**src/rtl/text_buffer_ram_if.sv**
```systemverilog
// Bundle between game control / text renderer and the character buffer.
// Latency: none (wires only).
// Backpressure: the single-cell write uses valid/ready. Read, fill and status signals have no flow control.
//
// Signals
//   char_x, char_y   : renderer read coordinates
//   char_code        : registered read data
//   wr_valid/ready   : cell write handshake
//   wr_x, wr_y       : write coordinates
//   wr_char          : write data
//   fill_start       : bulk fill request
//   fill_char        : bulk fill value
//   busy             : a sweep is in progress
//   done             : one-cycle pulse at the end of a sweep
interface text_buffer_ram_if #(
    parameter int SIZE_X = 16,
    parameter int SIZE_Y = 4,
    parameter int CHAR_W = 7
);
    localparam int XW = $clog2(SIZE_X);
    localparam int YW = $clog2(SIZE_Y);

    logic [XW-1:0]     char_x;
    logic [YW-1:0]     char_y;
    logic [CHAR_W-1:0] char_code;
    logic              wr_valid;
    logic              wr_ready;
    logic [XW-1:0]     wr_x;
    logic [YW-1:0]     wr_y;
    logic [CHAR_W-1:0] wr_char;
    logic              fill_start;
    logic [CHAR_W-1:0] fill_char;
    logic              busy;
    logic              done;

    // The buffer itself.
    modport slave (
        input  char_x, char_y, wr_valid, wr_x, wr_y, wr_char, fill_start, fill_char,
        output char_code, wr_ready, busy, done
    );

    // Game control / renderer side.
    modport master (
        output char_x, char_y, wr_valid, wr_x, wr_y, wr_char, fill_start, fill_char,
        input  char_code, wr_ready, busy, done
    );
endinterface

```
**src/rtl/text_buffer_ram.sv**
```systemverilog
// Writable SIZE_X x SIZE_Y character buffer with a reset-time init sweep and a bulk fill engine.
// Latency: 1 cycle from char_x/char_y to char_code. A sweep takes SIZE_X*SIZE_Y cycles.
// Backpressure: wr_ready is low during sweeps and while fill_start is high. A held write is taken once idle.
//
// Ports
//   clk, rst : clock and synchronous active-high reset
//   bus      : text_buffer_ram_if slave modport (read port, write handshake, fill control, status)
module text_buffer_ram #(
    parameter int SIZE_X = 16,
    parameter int SIZE_Y = 4,
    parameter int CHAR_W = 7,
    parameter logic [8*SIZE_X*SIZE_Y-1:0] INIT_DATA = {(SIZE_X*SIZE_Y){8'h20}}
) (
    input  logic             clk,
    input  logic             rst,
    text_buffer_ram_if.slave bus
);
    localparam int N     = SIZE_X * SIZE_Y;
    localparam int IDX_W = $clog2(N);
    localparam logic [IDX_W-1:0] LAST = IDX_W'(N - 1);

    typedef enum logic [1:0] {
        ST_INIT = 2'd0,
        ST_IDLE = 2'd1,
        ST_FILL = 2'd2
    } state_t;

    state_t            state_q;
    logic [IDX_W-1:0]  cnt_q;
    logic [CHAR_W-1:0] fill_char_q;
    logic [CHAR_W-1:0] char_code_q;
    logic              busy_q;
    logic              done_q;

    // No reset on the storage array; INIT rewrites every cell after reset.
    logic [CHAR_W-1:0] mem [N];

    logic              rd_in_range;
    logic              wr_in_range;
    logic [IDX_W-1:0]  rd_idx;
    logic [IDX_W-1:0]  wr_idx;
    logic              wr_rdy;
    logic              mem_we;
    logic [IDX_W-1:0]  mem_addr;
    logic [CHAR_W-1:0] mem_wdat;

    // Address decode. The index is only meaningful when the coordinates are in range.
    assign rd_in_range = (int'(bus.char_x) < SIZE_X) && (int'(bus.char_y) < SIZE_Y);
    assign wr_in_range = (int'(bus.wr_x) < SIZE_X) && (int'(bus.wr_y) < SIZE_Y);
    assign rd_idx      = IDX_W'(int'(bus.char_y) * SIZE_X + int'(bus.char_x));
    assign wr_idx      = IDX_W'(int'(bus.wr_y) * SIZE_X + int'(bus.wr_x));

    // A fill request wins over a same-cycle write. The write master holds its request.
    assign wr_rdy = (state_q == ST_IDLE) && !bus.fill_start && !rst;

    // Single write port shared by the init sweep, the fill sweep and the cell write.
    always_comb begin
        mem_we   = 1'b0;
        mem_addr = cnt_q;
        mem_wdat = fill_char_q;
        case (state_q)
            ST_INIT: begin
                mem_we   = 1'b1;
                // The first character of INIT_DATA sits in the top byte.
                mem_wdat = INIT_DATA[8*(N-1-int'(cnt_q)) +: CHAR_W];
            end
            ST_FILL: begin
                mem_we = 1'b1;
            end
            ST_IDLE: begin
                // Out-of-range writes complete the handshake but are dropped here.
                mem_we   = bus.wr_valid && wr_rdy && wr_in_range;
                mem_addr = wr_idx;
                mem_wdat = bus.wr_char;
            end
            default: begin
                mem_we = 1'b0;
            end
        endcase
        if (rst) begin
            mem_we = 1'b0;
        end
    end

    always_ff @(posedge clk) begin
        if (mem_we) begin
            mem[mem_addr] <= mem_wdat;
        end
    end

    // Read-first: a same-cycle write shows up on the following read.
    always_ff @(posedge clk) begin
        if (rst) begin
            char_code_q <= '0;
        end else begin
            char_code_q <= rd_in_range ? mem[rd_idx] : '0;
        end
    end

    always_ff @(posedge clk) begin
        if (rst) begin
            state_q     <= ST_INIT;
            cnt_q       <= '0;
            fill_char_q <= '0;
            busy_q      <= 1'b1;
            done_q      <= 1'b0;
        end else begin
            done_q <= 1'b0;
            case (state_q)
                ST_INIT, ST_FILL: begin
                    if (cnt_q == LAST) begin
                        state_q <= ST_IDLE;
                        cnt_q   <= '0;
                        busy_q  <= 1'b0;
                        done_q  <= 1'b1;
                    end else begin
                        cnt_q <= cnt_q + 1'b1;
                    end
                end
                ST_IDLE: begin
                    if (bus.fill_start) begin
                        state_q     <= ST_FILL;
                        fill_char_q <= bus.fill_char;
                        cnt_q       <= '0;
                        busy_q      <= 1'b1;
                    end
                end
                default: begin
                    state_q <= ST_INIT;
                    cnt_q   <= '0;
                    busy_q  <= 1'b1;
                end
            endcase
        end
    end

    assign bus.char_code = char_code_q;
    assign bus.wr_ready  = wr_rdy;
    assign bus.busy      = busy_q;
    assign bus.done      = done_q;
endmodule

```
**src/flat_wrapper.sv**
```systemverilog
// flat-port wrapper written by rule: the top's interface ports become plain ports
module text_buffer_ram_flat 
#(
    parameter int SIZE_X = 16,
    parameter int SIZE_Y = 4,
    parameter int CHAR_W = 7,
    parameter logic [8*SIZE_X*SIZE_Y-1:0] INIT_DATA = {(SIZE_X*SIZE_Y){8'h20}}
)
  (clk, rst, bus_char_x, bus_char_y, bus_wr_valid, bus_wr_x, bus_wr_y, bus_wr_char, bus_fill_start, bus_fill_char, bus_char_code, bus_wr_ready, bus_busy, bus_done);
  text_buffer_ram_if #(.SIZE_X(SIZE_X), .SIZE_Y(SIZE_Y), .CHAR_W(CHAR_W)) bus_i ();
  input  logic clk;
  input  logic rst;
  input wire logic [$bits(bus_i.char_x)-1:0] bus_char_x;
  input wire logic [$bits(bus_i.char_y)-1:0] bus_char_y;
  input wire logic [$bits(bus_i.wr_valid)-1:0] bus_wr_valid;
  input wire logic [$bits(bus_i.wr_x)-1:0] bus_wr_x;
  input wire logic [$bits(bus_i.wr_y)-1:0] bus_wr_y;
  input wire logic [$bits(bus_i.wr_char)-1:0] bus_wr_char;
  input wire logic [$bits(bus_i.fill_start)-1:0] bus_fill_start;
  input wire logic [$bits(bus_i.fill_char)-1:0] bus_fill_char;
  output wire logic [$bits(bus_i.char_code)-1:0] bus_char_code;
  output wire logic [$bits(bus_i.wr_ready)-1:0] bus_wr_ready;
  output wire logic [$bits(bus_i.busy)-1:0] bus_busy;
  output wire logic [$bits(bus_i.done)-1:0] bus_done;
  assign bus_i.char_x = bus_char_x;
  assign bus_i.char_y = bus_char_y;
  assign bus_i.wr_valid = bus_wr_valid;
  assign bus_i.wr_x = bus_wr_x;
  assign bus_i.wr_y = bus_wr_y;
  assign bus_i.wr_char = bus_wr_char;
  assign bus_i.fill_start = bus_fill_start;
  assign bus_i.fill_char = bus_fill_char;
  assign bus_char_code = bus_i.char_code;
  assign bus_wr_ready = bus_i.wr_ready;
  assign bus_busy = bus_i.busy;
  assign bus_done = bus_i.done;
  text_buffer_ram #(.SIZE_X(SIZE_X), .SIZE_Y(SIZE_Y), .CHAR_W(CHAR_W), .INIT_DATA(INIT_DATA)) u_core (.clk(clk), .rst(rst), .bus(bus_i));
endmodule
```
**config.mk**
```make
export PLATFORM = sky130hd
export DESIGN_NAME = text_buffer_ram_flat
export DESIGN_NICKNAME = d
export VERILOG_FILES = /design/src/rtl/text_buffer_ram_if.sv /design/src/rtl/text_buffer_ram.sv /design/src/flat_wrapper.sv
export SDC_FILE = /design/constraint.sdc
export NUM_CORES = 1
export LEC_CHECK = 0
export ABC_AREA = 1
export CAP_MARGIN = 20
export CELL_PAD_IN_SITES_DETAIL_PLACEMENT = 1
export CELL_PAD_IN_SITES_GLOBAL_PLACEMENT = 1
export CORE_MARGIN = 5
export CORE_UTILIZATION = 30
export CTS_BUF_LIST = sky130_fd_sc_hd__clkbuf_2 sky130_fd_sc_hd__clkbuf_4 sky130_fd_sc_hd__clkbuf_8
export CTS_CLUSTER_SIZE = 12
export DETAILED_ROUTE_END_ITERATION = 10
export PLACE_DENSITY = 0.62
export SLEW_MARGIN = 40
export SYNTH_ARGS = -nofsm -noshare
export SYNTH_HDL_FRONTEND = slang
export SYNTH_SLANG_ARGS = --single-unit
export TNS_END_PERCENT = 30
```
**constraint.sdc**
```tcl
create_clock -name clk -period 4.2 [get_ports clk]
set_input_delay 0.63 -clock clk [delete_from_list [all_inputs] [get_ports clk]]
set_output_delay 0.63 -clock clk [all_outputs]
set_load 0.01 [all_outputs]
```
**Word level (Yosys, flattened, before mapping)**

Memories as Yosys holds them, arrays and structs flattened. A register that Yosys moved wholly into a read port is not among the register bits.
Index checks and enable logic that the tools add are counted.

- Bits in registers: 17
- Bits in latches: 0
- Bits in writable memories: 448
- Bits in read-only memories: 0
- Bits of input ports: 30
- Output and inout port bits: 10
- Memories kept: 1

- Add/subtract/negate cells: 4
- Multipliers: 0
- Div/mod/pow operators: 0
- Order comparisons: 0
- Equal/unequal tests: 5
- Shift operators: 1
- Multiplexer cells: 16
- Bitwise gates (word level): 1
- Reduce and logical (&&, ||, !) cells: 10

Memories:

| memory | words | width | rd ports | clocked after memory_dff | wr ports | line | RTL |
|---|---|---|---|---|---|---|---|
| u_core.mem | 64 | 7 | 1 | 1 | 1 | text_buffer_ram.sv:36 | `logic [CHAR_W-1:0] mem [N];` |

Operator list:

| operator | count |
|---|---|
| $shiftx A512 B32 Y7 const A | 1 |
| $mux W6 | 3 |
| $pmux W7 S2 | 1 |
| $add A6 B4 Y6 | 2 |
| $pmux W6 S2 | 1 |
| $sub A6 B6 Y7 const A | 1 |
| $add A6 B1 Y6 const B | 1 |
| $eq A6 B6 Y1 const B | 1 |
| $mux W1 | 6 |
| $mux W2 | 2 |
| $pmux W1 S2 | 2 |
| $pmux W2 S2 | 1 |
| $reduce_and A2 Y1 | 2 |
| $reduce_or A2 Y1 | 2 |
| $logic_and A1 B1 Y1 | 3 |
| $eq A2 B1 Y1 const B | 1 |
| $eq A2 B2 Y1 const B | 1 |
| $logic_not A1 Y1 | 2 |
| $logic_not A2 Y1 | 1 |
| $ne A2 B1 Y1 const B | 1 |
| $ne A2 B2 Y1 const B | 1 |
| $not A1 Y1 | 1 |

**Depth between registers and ports, before layout**

- Depth after elaboration: 8
- Mapped depth: 12
- Gate-level depth less buffers: 10

**Worst setup path before layout**

No wires, ideal clock.

- Path kind: flip-flop to flip-flop
- Start point: register u_core.state_q[1]
- End point: memory u_core.mem[0][0], data pin
- Library setup time: 0.702 ns
- Arrival: 3.041 ns
- Required time: 3.498 ns
- Slack: 0.458 ns
- Stages on the path, launching flop included: 3
- Path buffers: 0
- Period minus slack after synthesis: 3.742 ns
- Path through: dfxtp_1 -> inv_1 -> o21ai_0

- Word-level cells in the longest chain between the ends: 2
- Elaborated cells on any way between the ends: 3
- Those cells by class: eq/ne (1); mux (1); reduce/logical (1)

RTL lines:

| what | line | RTL |
|---|---|---|
| start, declared | text_buffer_ram.sv:28 | `state_t state_q;` |
| start signal, assigned | text_buffer_ram.sv:102 | `state_q <= ST_INIT;` |
| start signal, assigned | text_buffer_ram.sv:112 | `state_q <= ST_IDLE;` |
| start signal, assigned | text_buffer_ram.sv:122 | `state_q <= ST_FILL;` |
| $eq A2 B1 Y1 or $logic_not A2 Y1 (tied branches) | text_buffer_ram.sv:61 | `case (state_q)` |
| $pmux W7 S2 (*) | text_buffer_ram.sv:61 |  |
| net u_core.mem_wdat[0] | text_buffer_ram.sv:45 | `logic [CHAR_W-1:0] mem_wdat;` |
| end, declared | text_buffer_ram.sv:36 |  |

The timed path passes the listed nets; every way through them passes the cells marked *.

**Worst setup path in the final report**

- Start point: register u_core.state_q[1]
- End point: output port bus_wr_ready

- Word-level cells in the longest chain between the ends: 3

RTL lines:

| what | line | RTL |
|---|---|---|
| $eq A2 B1 Y1 | text_buffer_ram.sv:54 | `assign wr_rdy = (state_q == ST_IDLE) && !bus.fill_start && !rst;` |
| $logic_and A1 B1 Y1 (2 in series) | text_buffer_ram.sv:54 |  |
| end, declared | flat_wrapper.sv:22 | `output wire logic [$bits(bus_i.wr_ready)-1:0] bus_wr_ready;` |

Every way passes these cells.

==> flow_metrics.env <==
export IMPL_synth_top_family_by_area="simple AND/OR/NAND/NOR gates"
export IMPL_cts_root_buf="clkbuf_8"
export IMPL_first_iter_violations=841
export IMPL_synth_xor_area_share_pct=0.0899
export IMPL_antenna_cells=0
export IMPL_arrival_ps=2470
export IMPL_synth_area_leaders="edfxtp_1, nand2_1, nand3_1"
export IMPL_grt_busiest_layer="met2"
export IMPL_critPathCaptureType="primary output"
export IMPL_grt_use_total_pct=15.8
export IMPL_hold_ws_ps=501
export IMPL_syn2layout_area_growth_pct=15.7
export IMPL_hold_end="u_core.bus.busy$_SDFFE_PP1P_"
export IMPL_dp_hpwl_mm=35.1
export IMPL_internal_power_w=0.00771
export IMPL_power_switching_w=0.00224
export IMPL_ctsHoldBuffers=0
export IMPL_combPwrFrac_pct=5.6
export IMPL_start_util_pct=30.3
export IMPL_grt_pass1_wl_mm=85.0
export IMPL_clock_path_buffers=3
export IMPL_syn_area_per_cell_um2=11.4
export IMPL_yosys_area_top_type="edfxtp_1"
export IMPL_fin_tns_setup_ps=0
export IMPL_die_h_um=265
export IMPL_yosys_mux_area_fraction_pct=0
export IMPL_path_clk_slew_ps=60
export IMPL_num_rows=93
export IMPL_die_w_um=265
export IMPL_grt_max_degree=94
export IMPL_insertion_delay_ps=650
export IMPL_clockPowerShare_pct=43.0
export IMPL_startpoint="u_core.state_q[1]$_SDFFE_PP0P_"
export IMPL_antenna_found_initial=0
export IMPL_drive_gt1_share_pct=12.0
export IMPL_powerDensity_nw_per_um2=441
export IMPL_crit_family="buffers and inverters"
export IMPL_yosysWarnings=0
export IMPL_timing_rr_end="u_core.mem[5][6]$_DFFE_PP_"
export IMPL_seqPwrFrac_pct=51.4
export IMPL_numCtsBuffers=81
export IMPL_post_cts_buffers=0
export IMPL_maxCapViolCount=0
export IMPL_place_gp_congestion=0.794
export IMPL_synth_top_area_share_pct=69.0
export IMPL_vias_per_cell=4.89
export IMPL_hold_path_class="flop to flop"
export IMPL_finalCritPeriodShare_pct=73.8
export IMPL_path_buf_inv=3
export IMPL_grt_met1_usage_pct=21.1
export IMPL_synthFlopType="edfxtp_1"
export IMPL_die_area_um2=70200
export IMPL_ant_nets=0
export IMPL_synth_edf_count=448
export IMPL_rsz0062_at_grt="false"
export IMPL_use_met2_pct=26.1
export IMPL_port_buffers=39
export IMPL_worstSetupPathType="flop to primary output"
export IMPL_nets=1794
export IMPL_drtPass1Iterations=5
export IMPL_synth_compound_area_share_pct=1.32
export IMPL_drt_total_wl_mm=56.6
export IMPL_cp_required_ps=3570
export IMPL_reg2reg_depth=9
export IMPL_synth_simple_gate_area_share_pct=24.0
export IMPL_core_area_um2=64300
export IMPL_r2r_start="u_core.state_q[1]$_SDFFE_PP0P_"
export IMPL_max_vdd_ir_drop_uv=196
export IMPL_reg2reg_slack_ps=1380
export IMPL_synth_most_common_cell="nand2_1"
export IMPL_fill_cells=6990
export IMPL_synth_nets=1740
export IMPL_cts_tree="built"
export IMPL_io_pins=40
export IMPL_grt_overflow=0
export IMPL_synthTopCellsByCount="nand2_1, edfxtp_1, nand3_1, nor2_1, buf_2"
export IMPL_vias=13100
export IMPL_seqCellArea_um2=13900
export IMPL_status="completed"
export IMPL_cp_max_fo=12
export IMPL_p_leak_nw=7.90
export IMPL_fin_crit_ps=3100
export IMPL_relSlewSlack_pct=49.6
export IMPL_htree_levels=3
export IMPL_hold_depth=2
export IMPL_yosysSeqAreaShare_pct=71.5
export IMPL_synth_area_um2=19500
export IMPL_ys_async_sr_fraction_pct=0
export IMPL_ys_ff_latch=472
export IMPL_cts_sinks=472
export IMPL_wl_per_cell_um=21.1
export IMPL_setup_violations=0
export IMPL_critical_path_slowest_cell="clkdlybuf4s50_1"
export IMPL_fmax_mhz=323
export IMPL_multiInputGateArea_um2=5050
export IMPL_postCtsResizedCells=0
export IMPL_hold_violations=0
export IMPL_slew_viol_final=0
export IMPL_power_share_switching_pct=22.5
export IMPL_tightest_slew_ps=748
export IMPL_syn_inst=1709
export IMPL_clock_skew_ps=23.4
export IMPL_grt_util_met3_pct=2.99
export IMPL_slowest_delay_ps=590
export IMPL_synth_fa_ha_area_share_pct=0.0642
export IMPL_drc=0
export IMPL_start_kind="flop"
export IMPL_grt_pass1_vias=13800
export IMPL_min_from="u_core.bus.busy$_SDFFE_PP1P_"
export IMPL_ys_types=27
export IMPL_path_cells="nor2_4, inv_2, nor2_2, inv_2, nor2_4, clkdlybuf4s50_1"
cells in the final DEF, fill, tap and decap left out, types with 8 or more instances in the layout:
cell type        instances
clkbuf_8                91
dfxtp_1                 24
a21oi_1                 17
nand2_1                576
nand4_4                  8
clkbuf_4                32
buf_4                   20
o21ai_0                 11
clkdlybuf4s50_1         36
o21ai_4                 10
nor2_1                  76
nand3_1                382
clkinv_2                10
nand2_2                 10
inv_1                   22
edfxtp_1               448
worst max path at each step:
stage / endpoint / slack, ps / cells past startpoint
final: bus_wr_ready / 1100 / 6
after global routing: bus_wr_ready / 940 / 6
after CTS: bus_wr_ready / 1010 / 6
after detailed placement: u_core.mem[21][2]$_DFFE_PP_ / 1110 / 6
after global placement: u_core.mem[62][5]$_DFFE_PP_ / 1210 / 6
after floorplan: u_core.mem[0][0]$_DFFE_PP_ / 460 / 2
cells by family after synthesis:
group,after synthesis
AND/OR/NAND/NOR,1064
AO/OA/AOI/OAI,41
XOR/XNOR,2
adder cells (fa/ha/maj),1
buffers and inverters,129
flip-flops,472
state kept, by name, indices dropped and copies added, names as in the netlist:
name,flops
u_core.cnt_q,6
u_core.bus.busy,1
u_core.bus.char_code,7
u_core.state_q,2
u_core.fill_char_q,7
u_core.bus.done,1
u_core.mem,448
worst min-delay path, stage by stage, from the launching register on:
cell	delay (ps)
dfxtp_1	340
nor2_1	50
nor2_1	70
metrics by stage:
stage / utilization (%) / worst slack (ps) / power, W / cell area (um^2) / instances
6_report: 35.1 / 1100 / 0.00995 / 22600 / 2678
5_1_grt: 35.1 / 939 / 0.0103 / 22600 / 2678
2_1_floorplan: - / 458 / 0.00556 / 19500 / 1709
3_3_place_gp: 32.4 / 1210 / 0.00576 / 20800 / 2533
4_1_cts: 35.0 / 1010 / 0.0100 / 22600 / 2678
3_5_place_dp: 32.5 / 1110 / 0.00577 / 20900 / 2535
metal layers:
| metal | up-vias | share of wire, % |
|---|---|---|
| li1 | 6078 | - |
| met4 | 0 | 3.2 |
| met2 | 377 | 47 |
| met5 | - | 0 |
| met3 | 116 | 4.6 |
| met1 | 6514 | 45 |
power groups by stage:
stage               registers [W]  logic (W)  clock network (W)
finish                    0.00511   0.000554            0.00428
global route              0.00511   0.000608            0.00462
floorplan                 0.00520   0.000356                  0
CTS                       0.00511   0.000558            0.00437
detailed placement        0.00521   0.000556                  0
global placement          0.00521   0.000548                  0
layout make-up:
class	instances	area share, %
Clock buffer	123	6.62
Clock inverter	20	0.760
Inverter	32	0.577
Multi-Input combinational cell	1108	22.4
Sequential cell	472	61.8
Tap cell	855	4.74
Timing Repair Buffer	68	3.12
No activity file was read; power rests on OpenSTA's default activity.
